<file path="src/rtl/mole_round_if.sv">
// Game-side bundle of the whack-a-mole sequencer: start/button inputs
// and the mole, score and status outputs seen by the LED/score logic.
interface mole_round_if;
    logic       start;
    logic [7:0] btn;
    logic [7:0] mole;
    logic [7:0] score;
    logic [4:0] round_num;
    logic       hit_pulse;
    logic       miss_pulse;
    logic       busy;
    logic       done;

    modport master (
        output start, btn,
        input  mole, score, round_num, hit_pulse, miss_pulse, busy, done
    );

    modport slave (
        input  start, btn,
        output mole, score, round_num, hit_pulse, miss_pulse, busy, done
    );
endinterface

</file>
<file path="src/rtl/mole_round_scheduler.sv">
// Whack-a-mole round sequencer: dark gap, pseudo-random lit mole with a
// shrinking window, hit/miss judgement, score and round bookkeeping.
module mole_round_scheduler #(
    parameter int unsigned N_ROUNDS  = 16,
    parameter int unsigned WIN_INIT  = 50000,
    parameter int unsigned WIN_STEP  = 2000,
    parameter int unsigned WIN_MIN   = 10000,
    parameter int unsigned GAP_CYC   = 20000,
    parameter logic [7:0]  LFSR_SEED = 8'hA5
) (
    input  logic           clk,
    input  logic           rst,
    mole_round_if.slave    bus
);
    localparam logic [15:0] WIN_INIT_C = 16'(WIN_INIT);
    localparam logic [15:0] WIN_STEP_C = 16'(WIN_STEP);
    localparam logic [15:0] WIN_MIN_C  = 16'(WIN_MIN);
    localparam logic [15:0] GAP_LOAD_C = 16'(GAP_CYC - 1);
    localparam logic [4:0]  ROUNDS_C   = 5'(N_ROUNDS);

    typedef enum logic [2:0] {
        ST_IDLE  = 3'd0,
        ST_GAP   = 3'd1,
        ST_SHOW  = 3'd2,
        ST_JUDGE = 3'd3,
        ST_DONE  = 3'd4
    } state_t;

    // Fibonacci step for x^8+x^6+x^5+x^4+1 (feedback from bits 7,5,4,3).
    function automatic logic [7:0] lfsr_step(input logic [7:0] cur);
        return {cur[6:0], cur[7] ^ cur[5] ^ cur[4] ^ cur[3]};
    endfunction

    state_t      state_r;
    logic [7:0]  lfsr_r;
    logic [7:0]  btn_q_r;
    logic [15:0] cnt_r;
    logic [15:0] window_r;
    logic [2:0]  prev_idx_r;
    logic        prev_valid_r;
    logic [7:0]  mole_r;
    logic [7:0]  score_r;
    logic [4:0]  round_r;
    logic        hit_r;
    logic        miss_r;
    logic        busy_r;
    logic        done_r;

    logic [7:0]  press_s;
    logic        wrong_s;
    logic        right_s;
    logic [2:0]  idx_s;
    logic [15:0] win_next_s;
    logic [7:0]  score_next_s;

    // Rising-edge press detection and classification against the lit mole.
    always_comb begin
        press_s = bus.btn & ~btn_q_r;
        wrong_s = |(press_s & ~mole_r);
        right_s = |(press_s & mole_r);
    end

    // Mole choice: never light the same hole twice in a row within a game.
    always_comb begin
        idx_s = lfsr_r[2:0];
        if (prev_valid_r && (lfsr_r[2:0] == prev_idx_r)) begin
            idx_s = lfsr_r[2:0] + 3'd1;
        end else begin
            idx_s = lfsr_r[2:0];
        end
    end

    // Post-hit window shrink with floor (compare first so it cannot wrap) and saturating score.
    always_comb begin
        win_next_s   = WIN_MIN_C;
        score_next_s = score_r;
        if ({1'b0, window_r} >= ({1'b0, WIN_MIN_C} + {1'b0, WIN_STEP_C})) begin
            win_next_s = window_r - WIN_STEP_C;
        end else begin
            win_next_s = WIN_MIN_C;
        end
        if (score_r == 8'hFF) begin
            score_next_s = score_r;
        end else begin
            score_next_s = score_r + 8'd1;
        end
    end

    // Game FSM with all outputs registered; LFSR and button history run every cycle.
    always_ff @(posedge clk) begin
        if (rst) begin
            state_r      <= ST_IDLE;
            lfsr_r       <= LFSR_SEED;
            btn_q_r      <= 8'hFF;
            cnt_r        <= 16'd0;
            window_r     <= WIN_INIT_C;
            prev_idx_r   <= 3'd0;
            prev_valid_r <= 1'b0;
            mole_r       <= 8'd0;
            score_r      <= 8'd0;
            round_r      <= 5'd0;
            hit_r        <= 1'b0;
            miss_r       <= 1'b0;
            busy_r       <= 1'b0;
            done_r       <= 1'b0;
        end else begin
            lfsr_r  <= lfsr_step(lfsr_r);
            btn_q_r <= bus.btn;
            hit_r   <= 1'b0;
            miss_r  <= 1'b0;
            case (state_r)
                ST_IDLE, ST_DONE: begin
                    if (bus.start) begin
                        state_r      <= ST_GAP;
                        cnt_r        <= GAP_LOAD_C;
                        score_r      <= 8'd0;
                        round_r      <= 5'd0;
                        window_r     <= WIN_INIT_C;
                        prev_valid_r <= 1'b0;
                        busy_r       <= 1'b1;
                        done_r       <= 1'b0;
                    end
                end
                ST_GAP: begin
                    if (cnt_r == 16'd0) begin
                        state_r      <= ST_SHOW;
                        mole_r       <= 8'd1 << idx_s;
                        prev_idx_r   <= idx_s;
                        prev_valid_r <= 1'b1;
                        cnt_r        <= window_r - 16'd1;
                    end else begin
                        cnt_r <= cnt_r - 16'd1;
                    end
                end
                ST_SHOW: begin
                    if (wrong_s || right_s || (cnt_r == 16'd0)) begin
                        state_r <= ST_JUDGE;
                        mole_r  <= 8'd0;
                        round_r <= round_r + 5'd1;
                        if (right_s && !wrong_s) begin
                            hit_r    <= 1'b1;
                            score_r  <= score_next_s;
                            window_r <= win_next_s;
                        end else begin
                            miss_r <= 1'b1;
                        end
                    end else begin
                        cnt_r <= cnt_r - 16'd1;
                    end
                end
                ST_JUDGE: begin
                    if (round_r == ROUNDS_C) begin
                        state_r <= ST_DONE;
                        busy_r  <= 1'b0;
                        done_r  <= 1'b1;
                    end else begin
                        state_r <= ST_GAP;
                        cnt_r   <= GAP_LOAD_C;
                    end
                end
                default: begin
                    state_r <= ST_IDLE;
                    mole_r  <= 8'd0;
                    busy_r  <= 1'b0;
                    done_r  <= 1'b0;
                end
            endcase
        end
    end

    assign bus.mole       = mole_r;
    assign bus.score      = score_r;
    assign bus.round_num  = round_r;
    assign bus.hit_pulse  = hit_r;
    assign bus.miss_pulse = miss_r;
    assign bus.busy       = busy_r;
    assign bus.done       = done_r;

endmodule
</file>
<file path="src/flat_wrapper.sv">
// flat-port wrapper written by rule: the top's interface ports become plain ports
module mole_round_scheduler_flat 
#(
    parameter int unsigned N_ROUNDS  = 16,
    parameter int unsigned WIN_INIT  = 50000,
    parameter int unsigned WIN_STEP  = 2000,
    parameter int unsigned WIN_MIN   = 10000,
    parameter int unsigned GAP_CYC   = 20000,
    parameter logic [7:0]  LFSR_SEED = 8'hA5
)
  (clk, rst, bus_start, bus_btn, bus_mole, bus_score, bus_round_num, bus_hit_pulse, bus_miss_pulse, bus_busy, bus_done);
  mole_round_if bus_i ();
  input  logic clk;
  input  logic rst;
  input wire logic [$bits(bus_i.start)-1:0] bus_start;
  input wire logic [$bits(bus_i.btn)-1:0] bus_btn;
  output wire logic [$bits(bus_i.mole)-1:0] bus_mole;
  output wire logic [$bits(bus_i.score)-1:0] bus_score;
  output wire logic [$bits(bus_i.round_num)-1:0] bus_round_num;
  output wire logic [$bits(bus_i.hit_pulse)-1:0] bus_hit_pulse;
  output wire logic [$bits(bus_i.miss_pulse)-1:0] bus_miss_pulse;
  output wire logic [$bits(bus_i.busy)-1:0] bus_busy;
  output wire logic [$bits(bus_i.done)-1:0] bus_done;
  assign bus_i.start = bus_start;
  assign bus_i.btn = bus_btn;
  assign bus_mole = bus_i.mole;
  assign bus_score = bus_i.score;
  assign bus_round_num = bus_i.round_num;
  assign bus_hit_pulse = bus_i.hit_pulse;
  assign bus_miss_pulse = bus_i.miss_pulse;
  assign bus_busy = bus_i.busy;
  assign bus_done = bus_i.done;
  mole_round_scheduler #(.N_ROUNDS(N_ROUNDS), .WIN_INIT(WIN_INIT), .WIN_STEP(WIN_STEP), .WIN_MIN(WIN_MIN), .GAP_CYC(GAP_CYC), .LFSR_SEED(LFSR_SEED)) u_core (.clk(clk), .rst(rst), .bus(bus_i));
endmodule
</file>
<file path="config.mk">
export PLATFORM = sky130hd
export DESIGN_NAME = mole_round_scheduler_flat
export DESIGN_NICKNAME = d
export VERILOG_FILES = /design/src/rtl/mole_round_if.sv /design/src/rtl/mole_round_scheduler.sv /design/src/flat_wrapper.sv
export SDC_FILE = /design/constraint.sdc
export NUM_CORES = 1
export LEC_CHECK = 0
export ABC_CLOCK_PERIOD_IN_PS = 4150
export BUFFER_PORTS_ARGS = -buffer_cell sky130_fd_sc_hd__buf_2
export CAP_MARGIN = 20
export CORE_MARGIN = 1.5
export CORE_UTILIZATION = 50
export DETAILED_ROUTE_END_ITERATION = 10
export GPL_ROUTABILITY_DRIVEN = 0
export PLACE_DENSITY = 0.7
export SYNTH_ARGS = -nofsm -noshare
export SYNTH_HDL_FRONTEND = slang
export SYNTH_SLANG_ARGS = --single-unit
</file>
<file path="constraint.sdc">
create_clock -name clk -period 4.15 [get_ports clk]
set_input_delay 0.6225 -clock clk [delete_from_list [all_inputs] [get_ports clk]]
set_output_delay 0.6225 -clock clk [all_outputs]
set_load 0.05 [all_outputs]
</file>
# --- After elaboration in Yosys (flattened, before gate mapping) ---
# Index checks and enable logic that the tools add are counted.
op_classes:
  add_sub_neg: 6
  mul: 0
  n_div: 0
  order_cmp: 1
  eq_ne: 15
  shifts: 1
  n_mux: 37
  n_bitwise: 12
  reduce_logical: 25
ops:
  columns: ["operator", "n"]
  rows:
  - ["$mux W16", 8]
  - ["$pmux W16 S4", 1]
  - ["$mux W8", 6]
  - ["$pmux W16 S2", 1]
  - ["$sub A16 B1 Y16 const B", 2]
  - ["$and A8 B8 Y8", 3]
  - ["$pmux W8 S3", 1]
  - ["$ge A16 B14 Y1 const B", 1]
  - ["$logic_not A16 Y1", 1]
  - ["$not A8 Y8", 2]
  - ["$pmux W8 S2", 1]
  - ["$reduce_or A8 Y1", 2]
  - ["$sub A16 B11 Y16 const B", 1]
  - ["$mux W3", 5]
  - ["$reduce_and A3 Y1", 5]
  - ["$pmux W3 S4", 1]
  - ["$mux W5", 2]
  - ["$pmux W5 S2", 1]
  - ["$add A8 B1 Y8 const B", 1]
  - ["$eq A8 B8 Y1 const B", 1]
  - ["$ne A2 B1 Y1 const B", 4]
  - ["$ne A2 B2 Y1 const B", 4]
  - ["$reduce_and A4 Y1", 2]
  - ["$shl A1 B3 Y8 const A", 1]
  - ["other kinds (22)", 40]
totals:
  register_bits: 80
  latchBits: 0
  ramBits: 0
  romBits: 0
  input_bits: 11
  word_cells: 111
  memories: 0

# --- Depth between registers and ports, before layout ---
# Gate-level depths: netlist (run 1).
depth:
  word_depth: 9
  mapped_depth: 11
  depth_no_buf: 8

# --- Worst setup path after synthesis (run 1) ---
# No wires, ideal clock.
synth_timing:
  kind: "register to register"
  from: "register u_core.cnt_r[0]"
  to: "register u_core.cnt_r[14]"
  setup_time_ns: 0.129
  arrival_ns: 2.343
  required_ns: 4.021
  slack_ns: 1.678
  stages_incl_launch_ff: 10
  synth_period_minus_slack_ns: 2.472
  path_cell_list: "dfxtp_1 inv_1 ha_1 or4b_1 buf_6 or4_4 or3_4 o21a_1 o21ai_2 a21oi_2"
synth_via:
  elab_chain_len: 4
  word_cells_on_any_way: 8
  classes_between: "add/sub (1); eq/ne (1); mux (3); reduce/logical (3)"
synth_lines:
  columns: ["item", "line_no", "source"]
  rows:
  - ["from (decl)", "mole_round_scheduler.sv:37", "logic [15:0] cnt_r;"]
  - ["from (signal assigned)", "mole_round_scheduler.sv:130", "cnt_r <= window_r - 16'd1;"]
  - ["from (signal assigned)", "mole_round_scheduler.sv:132", "cnt_r <= cnt_r - 16'd1;"]
  - ["from (signal assigned)", "mole_round_scheduler.sv:148", "cnt_r <= cnt_r - 16'd1;"]
  - ["branches (longest 4 deep; another with $sub A16 B1 Y16)", null, null]
# Parallel ways; which one is timed is not known. The select of a mux whose other input is x is not followed.
# A chain may end at the register's enable or synchronous reset.

# --- Worst setup path after layout (run 1) ---
layout_timing:
  from: "register u_core.cnt_r[0]"
  to: "register u_core.mole_r[5] (netlist: u_core.bus.mole[5])"
layout_via:
  elab_chain_len: 4
  word_cells_on_any_way: 5
  classes_between: "eq/ne (2); reduce/logical (3)"
layout_lines:
  columns: ["item", "line_no", "source"]
  rows:
  - ["$logic_not A16 Y1 (*)", "mole_round_scheduler.sv:125, mole_round_scheduler.sv:136", null]
  - ["$logic_or A1 B1 Y1", "mole_round_scheduler.sv:136", "if (wrong_s || right_s || (cnt_r == 16'd0)) begin"]
  - ["$ne A2 B1 Y1 (no source line)", null, null]
  - ["$reduce_and A3 Y1 (no source line) (*)", null, null]
  - ["to (signal assigned)", "mole_round_scheduler.sv:127", "mole_r <= 8'd1 << idx_s;"]
  - ["to (decl)", "mole_round_scheduler.sv:41", "logic [7:0] mole_r;"]
# Mark *: on every way between the ends. The rest lies on a longest branch, timed or not.

==> summary.txt, run 1 <==
Status
  • Status: finished, final reports clean

Yosys
  • Mapped Nets: 540
  • EDFF count, synth: 0
  • Syn_area_per_cell: approximately 8 µm²
  • Synth Cell Area: between 0.004 and 0.005 mm²
  • Cell variety after synth: 72
  • Seq cells post-synth: 76
  • Cell taking the most area after synthesis: dfxtp_1
  • Cells after synthesis: between 500 and 600
  • Post-synth top area share: between 30% and 40%
  • Yosys warns: 0
  • Sequential area share after synthesis: a little over a third
  • Main synth FF type: dfxtp_1
  • Async set-reset flop share out of synthesis: 0%
  • Area contributors post-synth: dfxtp_1 36%, nor2_1 5.2%, o21ai_0 4.5%

Min path
  • Hold Path Depth: 1
  • Hold path endpoint: u_core.lfsr_r[7]
  • Hold Path Class: flop to flop
  • Min-delay src: u_core.lfsr_r[6]

Critical path
  • CP Class: flop to flop
  • Crit path DAT: roughly 3200 ps
  • Cells on worst reg2reg path: 8
  • Reg2reg end: u_core.bus.mole[5]
  • Worst path bufs/invs: 1
  • Worst path top cell family by delay: simple AND/OR/NAND/NOR gates
  • R2R Setup Slk: around 1200 ps
  • Required @ worst endpoint: roughly 4400 ps
  • Critical path origin: u_core.cnt_r[0]
  • CP max stage delay: around 630 ps
  • FF-to-FF Start: u_core.cnt_r[0]
  • Worst Path Max Fanout: 12
  • CP startpoint kind: flop
  • Crit-path cells: inv_1 -> ha_1 -> or4b_1 -> nor4_2 -> or3_1 -> o211ai_1 -> or2_2 -> o21ai_0
  • Slowest cell on crit path: or4b_1
  • Endpoint type of the worst setup path: flop

Timing
  • Slew @ Worst Pin: ~840 ps
  • Setup TNS: 0 ps
  • Final Cycle Share: 70.2%
  • Final setup viols: 0
  • Unrepaired setup endpoints after global routing: no
  • Fmax: ~340 MHz
  • Tmin final: approximately 2900 ps
  • Final hold violation count: 0
  • Max Clock Skew: 7.59 ps
  • Slew Limit Headroom: approximately 44%
  • Final Max Slew Viols: 0

Placed design
  • Number of port buffers: 35
  • Hpwl dp: 6980 µm

Global routing
  • GR Util All Layers: between 20% and 30%
  • Largest net degree at the start of global routing: ~60
  • Global route overflow: 0
  • Antenna violations before repair: 0
  • First-pass GRT wire length: roughly 16000 µm
  • Vias in the first global route: 3564

Detailed routing
  • Drt via density: 6.01
  • DRC Markers: 0
  • Routed WL: around 10000 µm
  • Initial DRC count: roughly 400
  • Wirelength per Cell: 15.1 µm
  • Antenna Violating Nets Remaining: 0
  • Via Count: around 3.9k
  • DR pass1 iterations: 5

Job
  • Max-cap violations: 0

Finish
  • Fill count: a little under 800
  • Commonest non-fill, non-tap cell in the layout: dfxtp_1
  • Antenna Cells: 0
  • Share of cells above drive strength 1: between 10% and 20%
  • Most frequent cells in the layout: 76 x dfxtp_1, 58 x nor2_1, 38 x o21ai_0
  • Layout Nets: roughly 560
  • Area delta synth->final: 8.40%

Power and ir drop
  • Pwr Density: between 300 and 400 mW/mm²
  • Design Power: ~1700 µW
  • Switching power total: 531 µW
  • Logic pwr share: 20.2%
  • Leakage: 0.00171 µW
  • Internal power: approximately 1200 µW
  • Reg power frac: approximately 48%
  • VDD IR-drop max: about 0.19 mV
  • Clock power frac: between 30% and 40%
  • Switching part of the total power: a little under a third

Die
  • DIE WIDTH: 94.7 µm
  • Die height: between 90 and 100 µm
  • Initial Util: between 50% and 60%
  • Die area: ~0.009 mm²
  • Io pins: 36
  • Row cnt: 33
  • Core Area: slightly above 0.008 mm²

Clock tree
  • Htree depth: 3
  • Hold_buf cts: 0
  • Post-cts resize count: 0
  • Root Driver: clkbuf_8
  • Clock latency on the worst-skew pair: about 350 ps
  • Clock transition at path regs: ~80 ps
  • CTS tree: built
  • CTS Sinks: 76
  • CTS buffer count: 9
  • Post-CTS setup buffer count: 0
  • Clock Tree Buf Depth: 2
-- Yosys cell counts (all sizes together) (2+ instances only) --
| master | n |
|---|---|
| mux2i | 4 |
| nor3 | 15 |
| xor2 | 7 |
| nor2 | 58 |
| nor4b | 4 |
| nand4 | 11 |
| a311oi | 4 |
| a221o | 2 |
| o211ai | 3 |
| nand3 | 24 |
| and2 | 3 |
| nand2 | 33 |
| buf | 10 |
| and3 | 6 |
| nand2b | 4 |
| nor2b | 7 |
| o21ai | 40 |
| ha | 8 |
| o2bb2ai | 2 |
| inv | 13 |
| or4 | 5 |
| xnor2 | 15 |
| a31o | 5 |
| o22ai | 5 |
| or3 | 10 |
| or2 | 14 |
| a211o | 2 |
| a21o | 4 |
| o31ai | 6 |
| dfxtp | 76 |
| a31oi | 6 |
| and4b | 2 |
| a211oi | 4 |
| nor3b | 12 |
| nand3b | 10 |
| nor4 | 12 |
| a21oi | 35 |
| clkbuf | 21 |
-- routing by layer --
layer / vias to the layer above / wire length, µm / track usage (%)
met4: 0 / 127 / 6.97
li1: 1934 / - / -
met5: - / 0 / 0
met3: 13 / 533 / 6.52
met1: 1836 / 4550 / 28.9
met2: 119 / 4610 / 38.4
-- kinds of logic (layout without fill, tap and decap cells) --
| logic type | after synthesis | in the layout | share of synthesized area [%] |
|---|---|---|---|
| flip-flops | 76 | 76 | 36.2 |
| buffers and inverters | 45 | 68 | 5.30 |
| adder cells (fa/ha/maj) | 8 | 8 | 2.38 |
| multiplexers | 5 | 5 | 1.22 |
| AO/OA/AOI/OAI | 131 | 131 | 19.8 |
| AND/OR/NAND/NOR | 234 | 234 | 30.5 |
| XOR/XNOR | 22 | 22 | 4.58 |
-- stage by stage --
| stage | instance area (µm²) | setup WS [ps] | hold slack, ps | util (%) | std cells |
|---|---|---|---|---|---|
| floorplan | 4200 | 1680 | 389 | - | 521 |
| global placement | 4370 | 1280 | 400 | 53.5 | 634 |
| detailed placement | 4370 | 1170 | 406 | 53.5 | 634 |
| CTS | 4560 | 1270 | 428 | 55.7 | 649 |
| global route | 4560 | 1030 | 437 | 55.7 | 649 |
| finish | 4560 | 1240 | 421 | 55.7 | 649 |
-- final cells by class --
cell class	instances	area [µm²]	share of cell area [%]
repair buffers	40	213	4.67
clock inverters	5	53.8	1.18
well taps	105	131	2.88
flip-flops and latches	76	1520	33.4
multi-input cells	400	2460	54.0
inverters	13	48.8	1.07
clock buffers	10	128	2.80
-- flip-flops by register name (all words and copies together) (netlist names), 3 cells and up --
signal / cells
u_core.prev_idx_r: 3
u_core.lfsr_r: 8
u_core.bus.score: 8
u_core.state_r: 3
u_core.cnt_r: 16
u_core.btn_q_r: 8
u_core.bus.round_num: 5
u_core.window_r: 12
u_core.bus.mole: 8
-- power groups by stage --
stage	logic (µW)	clock network [µW]	registers, µW
2_1_floorplan	282	0	818
3_3_place_gp	330	0	828
3_5_place_dp	338	0	830
4_1_cts	340	558	813
5_1_grt	382	594	821
6_report	343	543	814
-- worst max-delay path by stage --
stage	endpoint	slack, ps	cells past startpoint
floorplan	u_core.cnt_r[14]	1680	9
CTS	u_core.bus.mole[0]	1270	8
global placement	u_core.window_r[14]	1280	8
finish	u_core.bus.mole[5]	1240	8
detailed placement	u_core.window_r[14]	1170	8
global route	u_core.bus.mole[5]	1030	8
-- worst reg2reg max path, delay by kind of cell, from the launching register on --
kind	cells	cell delay, ps
buf+inv	1	80
fa+ha+maj	1	200
flops	1	350
simple gates	4	1700
compound gates	2	510
Power figures use the tool's default switching activity.
==> run 2: changes to the inputs <==
--- a/config.mk
+++ b/config.mk
@@ -5,7 +5,7 @@
 export SDC_FILE = /design/constraint.sdc
 export NUM_CORES = 1
 export LEC_CHECK = 0
-export ABC_CLOCK_PERIOD_IN_PS = 4150
+export ABC_CLOCK_PERIOD_IN_PS = 2700
 export BUFFER_PORTS_ARGS = -buffer_cell sky130_fd_sc_hd__buf_2
 export CAP_MARGIN = 20
 export CORE_MARGIN = 1.5
==> constraint.sdc (replaced) <==
create_clock -name clk -period 2.7 [get_ports clk]
set_input_delay 0.405 -clock clk [delete_from_list [all_inputs] [get_ports clk]]
set_output_delay 0.405 -clock clk [all_outputs]
set_load 0.05 [all_outputs]
==> summary.txt, run 2 (synthesized netlist as in run 1, its figures left out) <==
Status
  • Status: finished, final reports clean (unchanged)

Critical path
  • CP Class: flop to flop (unchanged)
  • Reg2reg end: u_core.cnt_r[14] (was u_core.bus.mole[5])
  • Crit-path cells: inv_1 -> ha_1 -> or4b_4 -> or4_4 -> or3_4 -> o21a_1 -> o21ai_2 -> a21oi_2 (was inv_1 -> ha_1 -> or4b_1 -> nor4_2 -> or3_1 -> o211ai_1 -> or2_2 -> o21ai_0)
  • Worst Path Max Fanout: 5 (was 12)
  • CP startpoint kind: flop (unchanged)
  • Cells on worst reg2reg path: 8 (unchanged)
  • R2R Setup Slk: 170 ps (was 1240 ps)
  • Slowest cell on crit path: or4b_4 (was or4b_1)
  • CP max stage delay: 540 ps (was 630 ps)
  • Crit path DAT: 2770 ps (was 3200 ps)
  • Endpoint type of the worst setup path: flop (unchanged)
  • Required @ worst endpoint: 2930 ps (was 4430 ps)
  • FF-to-FF Start: u_core.cnt_r[0] (unchanged)

Detailed routing
  • DR pass1 iterations: 5 (unchanged)
  • Wirelength per Cell: 14.8 µm (was 15.1 µm)
  • Drt via density: 5.88 (was 6.01)
  • DRC Markers: 0 (unchanged)
  • Initial DRC count: 261 (was 389)
  • Via Count: 3933 (was 3902)
  • Antenna Violating Nets Remaining: 0 (unchanged)
  • Routed WL: 9880 µm (was 9810 µm)

Finish
  • Antenna Cells: 0 (unchanged)
  • Biggest regs: u_core.cnt_r: 16 flops, u_core.window_r: 12 flops (unchanged)
  • Layout Nets: 579 (was 559)
  • Share of cells above drive strength 1: 18.4% (was 15.1%)
  • Reg with most FFs: u_core.cnt_r (unchanged)
  • Area delta synth->final: 12.7% (was 8.40%)
  • Fill count: 750 (was 784)
  • Commonest non-fill, non-tap cell in the layout: dfxtp_1 (unchanged)
  • Max FFs per register: 16 (unchanged)
  • Most frequent cells in the layout: 76 x dfxtp_1, 58 x nor2_1, 38 x o21ai_0 (unchanged)

Global routing
  • First-pass GRT wire length: 16700 µm (was 16100 µm)
  • Vias in the first global route: 3628 (was 3564)
  • Antenna violations before repair: 0 (unchanged)
  • Largest net degree at the start of global routing: 28 (was 61)
  • GR Util All Layers: 23.3% (was 23.1%)
  • Global route overflow: 0 (unchanged)

Timing
  • Unrepaired setup endpoints after global routing: no (unchanged)
  • Tmin final: 2530 ps (was 2910 ps)
  • Fmax: 394 MHz (was 343 MHz)
  • Final hold violation count: 0 (unchanged)
  • Final Max Slew Viols: 0 (unchanged)
  • WHS: 255 ps (was 421 ps)
  • Slew Limit Headroom: 51.7% (was 43.8%)
  • Max Clock Skew: 11.9 ps (was 7.59 ps)
  • Setup TNS: 0 ps (unchanged)
  • Slew @ Worst Pin: 718 ps (was 839 ps)
  • Final Cycle Share: 93.9% (was 70.2%)
  • Final setup viols: 0 (unchanged)

Placed design
  • Number of port buffers: 35 (unchanged)
  • Hpwl dp: 7090 µm (was 6980 µm)

Min path
  • Hold path endpoint: u_core.btn_q_r[5] (was u_core.lfsr_r[7])
  • Hold Path Class: input pin to flop (was flop to flop)
  • Hold Path Depth: 2 (was 1)
  • Min-delay src: bus_btn[5] (was u_core.lfsr_r[6])

Clock tree
  • CTS tree: built (unchanged)
  • Clock transition at path regs: 90 ps (was 80 ps)
  • Root Driver: clkbuf_8 (unchanged)
  • Htree depth: 3 (unchanged)
  • Hold_buf cts: 0 (unchanged)
  • CTS Sinks: 76 (unchanged)
  • CTS buffer count: 9 (unchanged)
  • Clock Tree Buf Depth: 2 (unchanged)
  • Clock latency on the worst-skew pair: 350 ps (about the same)

Power and ir drop
  • Reg power frac: 46.1% (was 47.9%)
  • Leakage: 0.00180 µW (was 0.00171 µW)
  • Switching part of the total power: 31.3% (about the same)
  • VDD IR-drop max: 0.277 mV (was 0.189 mV)
  • Internal power: 1860 µW (was 1170 µW)
  • Switching power total: 850 µW (was 531 µW)
  • Design Power: 2710 µW (was 1700 µW)
  • Pwr Density: 573 mW/mm² (was 373 mW/mm²)
  • Clock power frac: 32.5% (was 31.9%)
  • Logic pwr share: 21.4% (was 20.2%)

Die
  • DIE WIDTH: 94.7 µm (unchanged)
  • Initial Util: 51.4% (unchanged)
  • Core Area: 0.00818 mm² (unchanged)
  • Row cnt: 33 (unchanged)
  • Io pins: 36 (unchanged)
  • Die area: 0.00896 mm² (unchanged)
  • Die height: 94.7 µm (unchanged)

Job
  • Max-cap violations: 0 (unchanged)
run 2: layer usage:
layer	wire length [µm]	GRT usage, %	vias to the layer above
met1	4670	31.2	1826
met5	0	0	-
met4	157	7.84	0
met3	500	5.31	18
met2	4560	36.8	109
li1	-	-	1980
run 2: area by class of cell:
type                       instances  area [µm²]  share of cell area (%)
clock buffer                      10         138                    2.91
clock inverter                     5        61.3                    1.29
timing repair buffer              60         363                    7.66
sequential                        76        1520                    32.1
inverter                          13        48.8                    1.03
multi-input combinational        400        2470                    52.2
tap                              105         131                    2.77
run 2: critical path, delay by kind of cell (launching register included):
kind / cells / cell delay [ps]
buffers and inverters: 1 / 80
adders and majority gates: 1 / 190
and+or+nand+nor: 3 / 1420
DFF: 1 / 350
AOI/OAI and AO/OA: 3 / 390
run 2: worst max path at each step:
| stage | start | to | slack [ps] |
|---|---|---|---|
| 2_1_floorplan | u_core.cnt_r[0] | u_core.cnt_r[14] | 230 |
| 3_3_place_gp | u_core.cnt_r[0] | u_core.bus.mole[5] | 110 |
| 3_5_place_dp | u_core.cnt_r[0] | u_core.bus.mole[1] | 40 |
| 4_1_cts | u_core.cnt_r[0] | u_core.bus.mole[5] | 30 |
| 5_1_grt | u_core.cnt_r[0] | u_core.bus.mole[5] | 20 |
| 6_report | u_core.cnt_r[0] | u_core.cnt_r[14] | 170 |
run 2: repair_timing:
action | CTS | global route
endpoints found under the hold margin | 0 | 0
resized for setup | 0 | 2
buffers inserted | 0 | 4
endpoints found under the setup margin | 0 | 25
run 2: power by group through the flow:
stage                     combinational, µW  sequential, µW  clock (µW)
after floorplan                         433            1260           0
after global placement                  542            1270           0
after detailed placement                552            1270           0
after CTS                               555            1250         896
after global routing                    644            1260         948
final                                   581            1250         883
run 2: per-stage QoR:
stage / instances / setup slack, ps / cell area, µm² / utilization (%)
floorplan: 521 / 228 / 4200 / -
global placement: 650 / 115 / 4490 / 55.0
detailed placement: 650 / 41.4 / 4490 / 55.0
CTS: 665 / 26.1 / 4690 / 57.4
global route: 669 / 24.6 / 4740 / 57.9
finish: 669 / 165 / 4740 / 57.9
